<file path="src/rtl/inst_seq_if.sv">
`default_nettype none
// ============================================================================
// Module      : inst_seq_if
// Description : Bundle between a per-PE instruction sequencer and its
//               neighbours. It carries the program-load path (im_we,
//               im_wdata, im_full), the run control (start, busy, done) and
//               the data-memory control bundle (inst_v, inst, rden, wben,
//               shift_v).
//               master : the sequencer side. It drives im_full, busy, done
//                        and the data-memory controls.
//               slave  : the host / data-memory side.
// Revision    : 1.0  initial release
// ============================================================================
interface inst_seq_if #(
    parameter int INST_WIDTH = 32
);
    logic                  im_we;
    logic [INST_WIDTH-1:0] im_wdata;
    logic                  im_full;
    logic                  start;
    logic                  busy;
    logic                  done;
    logic                  inst_v;
    logic [INST_WIDTH-1:0] inst;
    logic                  rden;
    logic                  wben;
    logic                  shift_v;

    modport master (
        input  im_we, im_wdata, start,
        output im_full, busy, done, inst_v, inst, rden, wben, shift_v
    );

    modport slave (
        output im_we, im_wdata, start,
        input  im_full, busy, done, inst_v, inst, rden, wben, shift_v
    );
endinterface
`default_nettype wire

</file>
<file path="src/rtl/inst_seq.sv">
`default_nettype none
// ============================================================================
// Module      : inst_seq
// Description : Per-PE instruction sequencer that sits in front of the PE
//               data memory. A short program is loaded into a local
//               instruction memory and replayed on start. The replay drives
//               the data-memory control bundle. The sequencer delays the
//               write-back enable so that it lines up with the ALU result,
//               and it pulses done once the last write-back has retired.
//
// Ports       : clk      - clock; all logic runs on the rising edge
//               rst      - synchronous active-high reset
//               loop_cnt - extra passes of the program, sampled at start
//                          (present only when INST_SEQ_LOOP_EN is defined)
//               bus      - inst_seq_if.master:
//                            im_we/im_wdata/im_full  program load
//                            start/busy/done         run control
//                            inst_v/inst/rden/wben/shift_v  data memory
//
// Instruction : [31:24] opcode, [23:16] src2, [15:8] src1, [7:0] dst
//               0x00 NOP, 0x01 RD, 0x02 ALU, 0x03 SHIFT, 0xFF END.
//               Every other opcode is issued like a NOP.
//
// Build macro : INST_SEQ_LOOP_EN - when defined, adds the loop_cnt input.
//               The program is then replayed loop_cnt+1 times per start.
//
// Revision    : 1.0  initial release
// ============================================================================
module inst_seq #(
    parameter int INST_WIDTH    = 32,
    parameter int IM_DEPTH      = 64,
    parameter int IM_ADDR_WIDTH = 6,
    parameter int WB_LAT        = 5    // >= 2; read 1 + BRAM reg 1 + ALU 3
) (
    input  wire logic        clk,
    input  wire logic        rst,
`ifdef INST_SEQ_LOOP_EN
    input  wire logic [7:0]  loop_cnt,
`endif
    inst_seq_if.master       bus
);

    // ------------------------------------------------------------------
    // Constants
    // ------------------------------------------------------------------
    localparam logic [7:0] c_OP_RD    = 8'h01;
    localparam logic [7:0] c_OP_ALU   = 8'h02;
    localparam logic [7:0] c_OP_SHIFT = 8'h03;
    localparam logic [7:0] c_OP_END   = 8'hFF;

    // The program length counts from 0 to IM_DEPTH inclusive, so it needs
    // one more bit than a memory address.
    localparam int c_LEN_W = IM_ADDR_WIDTH + 1;
    localparam logic [c_LEN_W-1:0] c_LEN_FULL = c_LEN_W'(IM_DEPTH);

    // This mask covers every write-back stage except the tail. A pulse in
    // the tail is already on wben, so it counts as retired once the tail
    // is the only set bit.
    localparam logic [WB_LAT-1:0] c_WB_BODY = {1'b0, {(WB_LAT-1){1'b1}}};

    typedef enum logic [2:0] {
        S_IDLE     = 3'd0,
        S_FETCH    = 3'd1,
        S_ISSUE    = 3'd2,
        S_SHIFTING = 3'd3,
        S_DRAIN    = 3'd4
    } state_t;

    // ------------------------------------------------------------------
    // State
    // ------------------------------------------------------------------
    state_t                   r_state;
    logic [INST_WIDTH-1:0]    r_im [IM_DEPTH];
    logic [c_LEN_W-1:0]       r_len;        // load pointer == program length
    logic [IM_ADDR_WIDTH-1:0] r_pc;
    logic [7:0]               r_ir_op;      // opcode of the fetched entry
    logic [7:0]               r_ir_dst;     // dst field of the fetched entry
    logic [7:0]               r_shift_cnt;
    logic                     r_shift_last; // the SHIFT was the final entry
    logic [WB_LAT-1:0]        r_wb;         // write-back delay line

    logic                     r_inst_v;
    logic [INST_WIDTH-1:0]    r_inst;
    logic                     r_rden;
    logic                     r_shift_v;
    logic                     r_busy;
    logic                     r_done;

    // ------------------------------------------------------------------
    // Combinational helpers
    // ------------------------------------------------------------------
    logic                  w_full;
    logic                  w_load;
    logic                  w_start_ok;
    logic [c_LEN_W-1:0]    w_len_eff;
    logic [INST_WIDTH-1:0] w_im_rdata;
    logic [7:0]            w_rd_op;
    logic                  w_last;
    logic                  w_pass_end;
    logic                  w_loop_more;
    logic [7:0]            w_out_op;
    logic                  w_wb_feed;

    assign w_full     = (r_len == c_LEN_FULL);
    assign w_load     = bus.im_we && (r_state == S_IDLE) && !w_full;
    // The FSM returns to IDLE while busy/done are still high. A start in
    // that cycle belongs to the run that is just ending, so it is ignored.
    assign w_start_ok = bus.start && (r_state == S_IDLE) && !r_busy;
    // A load in the same cycle as start counts toward the program length.
    assign w_len_eff  = r_len + {{(c_LEN_W-1){1'b0}}, w_load};

    assign w_im_rdata = r_im[r_pc];
    assign w_rd_op    = w_im_rdata[31:24];

    // r_pc still points at the entry that is being issued.
    assign w_last     = (({1'b0, r_pc} + c_LEN_W'(1)) == r_len);

    // A pass ends on a non-SHIFT entry that is the last entry or an END.
    // It also ends when a SHIFT that was the last entry finishes counting.
    assign w_pass_end = ((r_state == S_ISSUE) && (r_ir_op != c_OP_SHIFT) &&
                         (w_last || (r_ir_op == c_OP_END))) ||
                        ((r_state == S_SHIFTING) && (r_shift_cnt == 8'd0) &&
                         r_shift_last);

    // The data-memory side of the bundle is derived from the presented
    // instruction. The derivation does not depend on the FSM state.
    assign w_out_op   = r_inst[31:24];
    assign w_wb_feed  = r_inst_v && (w_out_op == c_OP_ALU);

    // ------------------------------------------------------------------
    // Optional multi-pass replay
    // ------------------------------------------------------------------
`ifdef INST_SEQ_LOOP_EN
    logic [7:0] r_loop_rem;

    always_ff @(posedge clk) begin
        if (rst) begin
            r_loop_rem <= 8'd0;
        end else if (w_start_ok) begin
            r_loop_rem <= loop_cnt;
        end else if (w_pass_end && (r_loop_rem != 8'd0)) begin
            r_loop_rem <= r_loop_rem - 8'd1;
        end
    end

    assign w_loop_more = (r_loop_rem != 8'd0);
`else
    assign w_loop_more = 1'b0;
`endif

    // ------------------------------------------------------------------
    // Instruction memory (write port only; it holds no reset)
    // ------------------------------------------------------------------
    always_ff @(posedge clk) begin
        if (w_load) begin
            r_im[r_len[IM_ADDR_WIDTH-1:0]] <= bus.im_wdata;
        end
    end

    // ------------------------------------------------------------------
    // Sequencer FSM and registered outputs
    // ------------------------------------------------------------------
    always_ff @(posedge clk) begin
        if (rst) begin
            r_state      <= S_IDLE;
            r_len        <= '0;
            r_pc         <= '0;
            r_ir_op      <= 8'd0;
            r_ir_dst     <= 8'd0;
            r_shift_cnt  <= 8'd0;
            r_shift_last <= 1'b0;
            r_wb         <= '0;
            r_inst_v     <= 1'b0;
            r_inst       <= '0;
            r_rden       <= 1'b0;
            r_shift_v    <= 1'b0;
            r_busy       <= 1'b0;
            r_done       <= 1'b0;
        end else begin
            // rden follows inst_v by one cycle for the opcodes that read.
            // The write-back delay line shifts every cycle, so pulses
            // move through it in lock-step and are never merged.
            r_rden   <= r_inst_v && ((w_out_op == c_OP_RD) ||
                                     (w_out_op == c_OP_ALU));
            r_wb     <= {r_wb[WB_LAT-2:0], w_wb_feed};
            r_inst_v <= 1'b0;
            r_done   <= 1'b0;

            if (w_load) begin
                r_len <= r_len + c_LEN_W'(1);
            end

            case (r_state)
                S_IDLE: begin
                    r_busy <= 1'b0;
                    r_pc   <= '0;
                    if (w_start_ok) begin
                        if (w_len_eff == '0) begin
                            r_done <= 1'b1;
                        end else begin
                            r_busy  <= 1'b1;
                            r_state <= S_FETCH;
                        end
                    end
                end

                S_FETCH: begin
                    // The IM read is registered straight into the output
                    // stage, so the instruction is presented during ISSUE.
                    // SHIFT and END are not issued, and inst keeps the
                    // value it had before.
                    r_ir_op  <= w_rd_op;
                    r_ir_dst <= w_im_rdata[7:0];
                    if ((w_rd_op != c_OP_SHIFT) && (w_rd_op != c_OP_END)) begin
                        r_inst_v <= 1'b1;
                        r_inst   <= w_im_rdata;
                    end
                    r_state <= S_ISSUE;
                end

                S_ISSUE: begin
                    r_pc <= r_pc + 1'b1;
                    if (r_ir_op == c_OP_SHIFT) begin
                        // shift_v stays high while the count runs from dst
                        // down to 0, which is dst+1 cycles.
                        r_shift_v    <= 1'b1;
                        r_shift_cnt  <= r_ir_dst;
                        r_shift_last <= w_last;
                        r_state      <= S_SHIFTING;
                    end else if (w_pass_end) begin
                        if (w_loop_more) begin
                            r_pc    <= '0;
                            r_state <= S_FETCH;
                        end else begin
                            r_state <= S_DRAIN;
                        end
                    end else begin
                        r_state <= S_FETCH;
                    end
                end

                S_SHIFTING: begin
                    if (r_shift_cnt == 8'd0) begin
                        r_shift_v <= 1'b0;
                        if (w_pass_end) begin
                            if (w_loop_more) begin
                                r_pc    <= '0;
                                r_state <= S_FETCH;
                            end else begin
                                r_state <= S_DRAIN;
                            end
                        end else begin
                            r_state <= S_FETCH;
                        end
                    end else begin
                        r_shift_cnt <= r_shift_cnt - 8'd1;
                    end
                end

                S_DRAIN: begin
                    // busy stays high through the done cycle. IDLE clears
                    // busy one cycle later.
                    if ((r_wb & c_WB_BODY) == '0) begin
                        r_done  <= 1'b1;
                        r_pc    <= '0;
                        r_state <= S_IDLE;
                    end
                end

                default: begin
                    r_state <= S_IDLE;
                end
            endcase
        end
    end

    // ------------------------------------------------------------------
    // Outputs
    // ------------------------------------------------------------------
    assign bus.im_full = w_full;
    assign bus.busy    = r_busy;
    assign bus.done    = r_done;
    assign bus.inst_v  = r_inst_v;
    assign bus.inst    = r_inst;
    assign bus.rden    = r_rden;
    assign bus.wben    = r_wb[WB_LAT-1];
    assign bus.shift_v = r_shift_v;

endmodule
`default_nettype wire

</file>
<file path="src/flat_wrapper.sv">
// flat-port wrapper written by rule: the top's interface ports become plain ports
module inst_seq_flat 
#(
    parameter int INST_WIDTH    = 32,
    parameter int IM_DEPTH      = 64,
    parameter int IM_ADDR_WIDTH = 6,
    parameter int WB_LAT        = 5                                        
)
  (clk, rst, bus_im_we, bus_im_wdata, bus_start, bus_im_full, bus_busy, bus_done, bus_inst_v, bus_inst, bus_rden, bus_wben, bus_shift_v);
  inst_seq_if #(.INST_WIDTH(INST_WIDTH)) bus_i ();
  input  wire logic clk;
  input  wire logic rst;
  input wire logic [$bits(bus_i.im_we)-1:0] bus_im_we;
  input wire logic [$bits(bus_i.im_wdata)-1:0] bus_im_wdata;
  input wire logic [$bits(bus_i.start)-1:0] bus_start;
  output wire logic [$bits(bus_i.im_full)-1:0] bus_im_full;
  output wire logic [$bits(bus_i.busy)-1:0] bus_busy;
  output wire logic [$bits(bus_i.done)-1:0] bus_done;
  output wire logic [$bits(bus_i.inst_v)-1:0] bus_inst_v;
  output wire logic [$bits(bus_i.inst)-1:0] bus_inst;
  output wire logic [$bits(bus_i.rden)-1:0] bus_rden;
  output wire logic [$bits(bus_i.wben)-1:0] bus_wben;
  output wire logic [$bits(bus_i.shift_v)-1:0] bus_shift_v;
  assign bus_i.im_we = bus_im_we;
  assign bus_i.im_wdata = bus_im_wdata;
  assign bus_i.start = bus_start;
  assign bus_im_full = bus_i.im_full;
  assign bus_busy = bus_i.busy;
  assign bus_done = bus_i.done;
  assign bus_inst_v = bus_i.inst_v;
  assign bus_inst = bus_i.inst;
  assign bus_rden = bus_i.rden;
  assign bus_wben = bus_i.wben;
  assign bus_shift_v = bus_i.shift_v;
  inst_seq #(.INST_WIDTH(INST_WIDTH), .IM_DEPTH(IM_DEPTH), .IM_ADDR_WIDTH(IM_ADDR_WIDTH), .WB_LAT(WB_LAT)) u_core (.clk(clk), .rst(rst), .bus(bus_i));
endmodule
</file>
<file path="config.mk">
export PLATFORM = sky130hd
export DESIGN_NAME = inst_seq_flat
export DESIGN_NICKNAME = d
export VERILOG_FILES = /design/src/rtl/inst_seq_if.sv /design/src/rtl/inst_seq.sv /design/src/flat_wrapper.sv
export SDC_FILE = /design/constraint.sdc
export NUM_CORES = 2
export LEC_CHECK = 0
export CAP_MARGIN = 0
export CORE_MARGIN = 10
export CORE_UTILIZATION = 70
export CTS_BUF_LIST = sky130_fd_sc_hd__clkbuf_8
export DETAILED_ROUTE_END_ITERATION = 6
export GPL_ROUTABILITY_DRIVEN = 0
export HOLD_SLACK_MARGIN = 0.06
export PLACE_DENSITY = 0.87
export SYNTH_ARGS = -nofsm -noshare
export SYNTH_HDL_FRONTEND = slang
export SYNTH_SLANG_ARGS = --single-unit
</file>
<file path="constraint.sdc">
create_clock -name clk -period 7.75 [get_ports clk]
set_clock_uncertainty 0.2 [all_clocks]
set_input_delay 0.775 -clock clk [delete_from_list [all_inputs] [get_ports clk]]
set_output_delay 0.775 -clock clk [all_outputs]
set_load 0.01 [all_outputs]
</file>
## Word-level counts from Yosys, hierarchy flattened

Memories as Yosys holds them, arrays and structs flattened. A register that Yosys moved wholly into a read port is not among the register bits.
Index checks and enable logic that the tools add are counted.

- $add $sub $neg: 5
- Equality and inequality tests: 19
- Multiplexer cells: 26
- Bitwise operators: 1
- Reduce and logical (&&, ||, !) cells: 29

Operator list:

| operator | number |
|---|---|
| two-way mux 3 bit | 6 |
| two-way mux 6 bit | 3 |
| one-hot mux 6 bit (3 select lines) | 1 |
| == test 8 x 2 -> 1 bit, second input constant | 2 |
| two-way mux 8 bit | 2 |
| inequality test 8 x 2 -> 1 bit, second input constant | 2 |
| one-hot mux 8 bit (2 select lines) | 1 |
| one-hot mux 3 bit (5 select lines) | 1 |
| logical AND 1 bit | 11 |
| two-way mux 1 bit | 10 |
| == test 8 x 1 -> 1 bit, second input constant | 1 |
| == test 8 bit, second input constant | 1 |
| logical NOT 8 bit | 1 |
| inequality test 2 bit, second input constant | 4 |
| inequality test 8 bit, second input constant | 1 |
| subtractor 8 x 1 -> 8 bit, second input constant | 1 |
| adder 6 x 1 -> 7 bit, second input constant | 1 |
| adder 7 x 1 -> 7 bit | 1 |
| adder 7 x 1 -> 7 bit, second input constant | 1 |
| == test 7 bit | 1 |
| == test 7 bit, second input constant | 1 |
| logical NOT 7 bit | 1 |
| adder 6 x 1 -> 6 bit, second input constant | 1 |
| == test 3 x 2 -> 1 bit, second input constant | 2 |
| other kinds (15) | 23 |

- Bits in registers: 83
- Bits in writable memories: 2048
- Bits of input ports: 36
- Output and inout bits: 39
- Logic and storage cells: 95
- Memories: 1

Memories:

| name | depth | bits a word | rd ports | clocked after Yosys merged registers in | wr ports | line | text |
|---|---|---|---|---|---|---|---|
| u_core.r_im | 64 | 32 | 1 | 1 | 1 | inst_seq.sv:73 | `logic [INST_WIDTH-1:0] r_im [IM_DEPTH];` |

## Logic depth before layout (Yosys ltp)

- Word-level depth: 8
- Depth in mapped cells: 15
- Gate-level depth less buffers: 14

## Least setup slack after synthesis

Ideal clock, no wire load.

- Kind: register to register
- From: register u_core.r_len[1]
- To: memory u_core.r_im[19][0], enable pin
- Library setup time: 0.421 ns
- Arrival time: 3.195 ns
- Required time: 7.129 ns
- Setup slack: 3.934 ns
- Stages on the path, launching flop included: 10
- Path buffers: 1
- Clock period less this slack: 3.816 ns
- Cells stage by stage: dfxtp_1 > clkbuf_1 > inv_1 > ha_1 > nand2_1 > nor3_1 > nor2_1 > nor2b_1 > nand3_1 > nor2_1

- Cells in the longest elaborated chain, start to end: 5

Ends and longest elaborated chain:

| what | line | text |
|---|---|---|
| start, declared | inst_seq.sv:74 | `logic [c_LEN_W-1:0] r_len;` |
| start signal, assigned | inst_seq.sv:190 | `r_len <= r_len + c_LEN_W'(1);` |
| == test 7 bit | inst_seq.sv:104 | `assign w_full = (r_len == c_LEN_FULL);` |
| via bus_im_full | flat_wrapper.sv:16 | `output wire logic [$bits(bus_i.im_full)-1:0] bus_im_full;` |
| logical NOT 1 bit | inst_seq.sv:105 | `assign w_load = bus.im_we && (r_state == S_IDLE) && !w_full;` |
| logical AND 1 bit | inst_seq.sv:105 |  |
| via u_core.w_load | inst_seq.sv:93 | `logic w_load;` |
| two-way mux 1 bit | inst_seq.sv:155 | `if (w_load) begin` |
| two-way mux 1 bit (implied by the code) | inst_seq.sv:156 | `r_im[r_len[IM_ADDR_WIDTH-1:0]] <= bus.im_wdata;` |
| end, declared | inst_seq.sv:73 |  |

The timed path passes the listed nets, and every way through them passes these cells.

==> results.py <==
metrics = {
    "final_layout": {
        "fin_cells": 5646,
        "final_core_util_pct": 77.99,
        "nets": 3921,
        "final_common_cell": "edfxtp_1",
        "area_growth_pct": 10.51,
        "layout-drive-gt1-share_pct": 29.63,
        "final_cell_mix": "2,048 x edfxtp_1, 611 x mux4_2, 344 x clkbuf_8, 114 x inv_1, 85 x buf_4",
        "fillers": 5189,
    },
    "global_route": {
        "grt_use_met3_pct": 11.40,
        "overflow": 0,
        "track_usage_pct": 35.90,
        "grt_pass1_wl_um": 325900,
        "grt_pass1_vias": 43813,
        "grt_start_max_net_pins": 156,
        "top_usage_layer": "met2",
        "antenna_found_initial": 8,
        "grt_use_met2_pct": 54.42,
        "grtUsageMet1_pct": 45.84,
    },
    "clock_tree": {
        "cts_hold_buf": 1,
        "cts_made_buffers": 331,
        "cts-root-buf": "clkbuf_8",
        "cts_tree": "yes",
        "clkTransAtPathRegs_ns": 0.06,
        "clkSinkCount": 2137,
        "htree_num_levels": 5,
        "cts.path.max_buffers": 4,
        "postCtsSetupBuffers": 0,
        "clk_latency_ns": 1.05,
        "cts.repair.resized": 0,
    },
    "floorplanning": {
        "row_count": 125,
        "coreArea_mm2": 0.1164,
        "start_util_pct": 70.57,
        "die-area_mm2": 0.1314,
        "die_w_um": 362.5,
        "io_pins": 75,
        "die_h_um": 362.5,
    },
    "routing": {
        "drt_iter0_drc": 7876,
        "firstDrtPassIters": 7,
        "ant_nets": 0,
        "via_per_inst": 7.688,
        "post_drt_wl_per_cell_um": 41.17,
        "vias": 43405,
        "wirelength_um": 232400,
        "drc": 3,
    },
    "sta": {
        "max_slew_margin_pct": 8.905,
        "final-hold-violation-count": 0,
        "fmax_mhz": 192.8,
        "whs_ns": 0.2640,
        "rsz0062_at_grt": "no",
        "worst_pin_slew_ns": 1.363,
        "layout_min_cycle_time_ns": 5.186,
        "maxSlewViolCount": 0,
        "finalSetupViolations": 0,
        "min_period_over_period_pct": 66.91,
        "tns_ns": 0,
    },
    "logic_synthesis": {
        "ys_warn_count": 0,
        "synth.net_count": 3614,
        "async_flop_share_pct": 0,
        "seq_area_frac_synth_pct": 77.06,
        "synthCells": 3572,
        "ys_types": 68,
        "synth_enable_flop_cells": 2048,
        "netlist_area_mm2": 0.08212,
        "synth_ff_type": "edfxtp_1",
        "ys_ff_latch": 2137,
        "syn_avg_cell_area_um2": 22.99,
    },
    "outcome": {
        "outcome": "finished with violations",
        "violations": "design-rule violations",
    },
    "pwr": {
        "sequentialPowerShare_pct": 55.0,
        "p_int_w": 0.01807,
        "peakVddDrop_mv": 0.2103,
        "switchingPower_w": 0.005576,
        "clkPwrFrac_pct": 36.5,
        "switching_share_pct": 23.59,
        "power.density_mw_per_mm2": 260.5,
        "share_comb_of_total_power_pct": 8.5,
        "leakagePower_nw": 27.95,
    },
    "worst_setup_path": {
        "r2r_setup_slack_ns": 2.56,
        "path_max_fanout": 59,
        "crit_path_start_kind": "register",
        "cp.required_ns": 8.44,
        "worst-setup-path-type": "reg -> reg",
        "cp.arrival_ns": 5.87,
        "crit_path_end_kind": "register",
    },
    "placed_design": {
        "dp.cells": 5069,
        "portBuffers": 74,
        "dp_hpwl_um": 119500,
    },
    "job": {
        "maxCapViolCount": 0,
    },
    "worst_hold_path": {
        "hp-class": "reg -> reg",
    },
}
through the flow:
step           worst slack, ns  cell area [µm²]  power, W
2_1_floorplan            3.934            82120   0.01449
3_3_place_gp             2.834            84870   0.01509
3_5_place_dp             2.671            84870   0.01520
4_1_cts                  2.579            90740   0.02362
5_1_grt                  2.364            90750   0.02422
6_report                 2.564            90750   0.02364
worst max-delay path: stages (launching register included):
cell,delay (ns)
dfxtp_4,0.92
buf_12,0.49
mux4_2,0.60
a22oi_1,0.23
a21oi_1,0.12
nor4_1,0.90
o21a_1,0.25
nand4_1,0.16
a2bb2oi_4,0.28
nand2_8,0.40
mux2_2,0.41
per-layer routing:
layer	routed length (µm)	part of all wire, %
met1	70900	31
met2	109200	47
met4	17100	7.4
met3	35210	15
met5	51	0.022
cell families after synthesis:
family                   share of synthesized area [%]
multiplexers                                     17.85
XOR/XNOR                                        0.1280
AND/OR/NAND/NOR                                  2.122
buffers and inverters                            1.350
flip-flops                                       77.06
adder cells (fa/ha/maj)                        0.09142
AO/OA/AOI/OAI                                    1.402
power groups by stage:
stage	sequential, W	combinational (W)	clock (W)
after floorplan	0.0132	0.00132	0
after global placement	0.0132	0.00188	0
after detailed placement	0.0132	0.00197	0
after CTS	0.0130	0.00199	0.00863
after global routing	0.0130	0.00212	0.00910
final	0.0130	0.00201	0.00862
cell usage after synthesis, drive strengths merged (15+ instances only):
master / number / share of area [%]
a211oi: 15 / 0.16
buf: 121 / 0.96
mux4: 617 / 17
nand2b: 45 / 0.34
nand2: 65 / 0.32
dfxtp: 89 / 2.2
nand3: 16 / 0.098
nor2: 142 / 0.65
mux2i: 59 / 0.72
clkbuf: 73 / 0.34
a21oi: 41 / 0.25
edfxtp: 2048 / 75
o21ai: 26 / 0.16
a22oi: 28 / 0.26
nor2b: 26 / 0.20
registers in the layout, summed over array words and instances (netlist names), named ones only:
name	cells
u_core.bus.busy	1
u_core.bus.done	1
u_core.bus.inst	32
u_core.bus.inst_v	1
u_core.bus.rden	1
u_core.bus.shift_v	1
u_core.r_im	2048
u_core.r_ir_dst	8
u_core.r_ir_op	8
u_core.r_len	7
u_core.r_pc	6
u_core.r_shift_cnt	8
u_core.r_shift_last	1
u_core.r_state	3
u_core.r_wb	5
path summary, 6_finish.rpt:
| check | startpoint | endpoint | cells after the start |
|---|---|---|---|
| setup / recovery | register | u_core.bus.inst[6] | 10 |
| hold / removal | u_core.r_wb[1] | u_core.r_wb[2] | 1 |
| setup reg to reg | register | u_core.bus.inst[6] | 10 |
| hold reg to reg | u_core.r_wb[1] | u_core.r_wb[2] | 1 |
layout make-up:
class	instances	area, µm²	share of cell area (%)
Sequential cell	2137	63300	69.75
Multi-Input combinational cell	1230	18210	20.07
Clock buffer	344	4735	5.217
Tap cell	1524	1907	2.101
Timing Repair Buffer	168	1424	1.569
Clock inverter	228	1125	1.239
Inverter	11	46.29	0.05101
Antenna cell	4	10.01	0.01103
(Power assumes the default switching activity.)
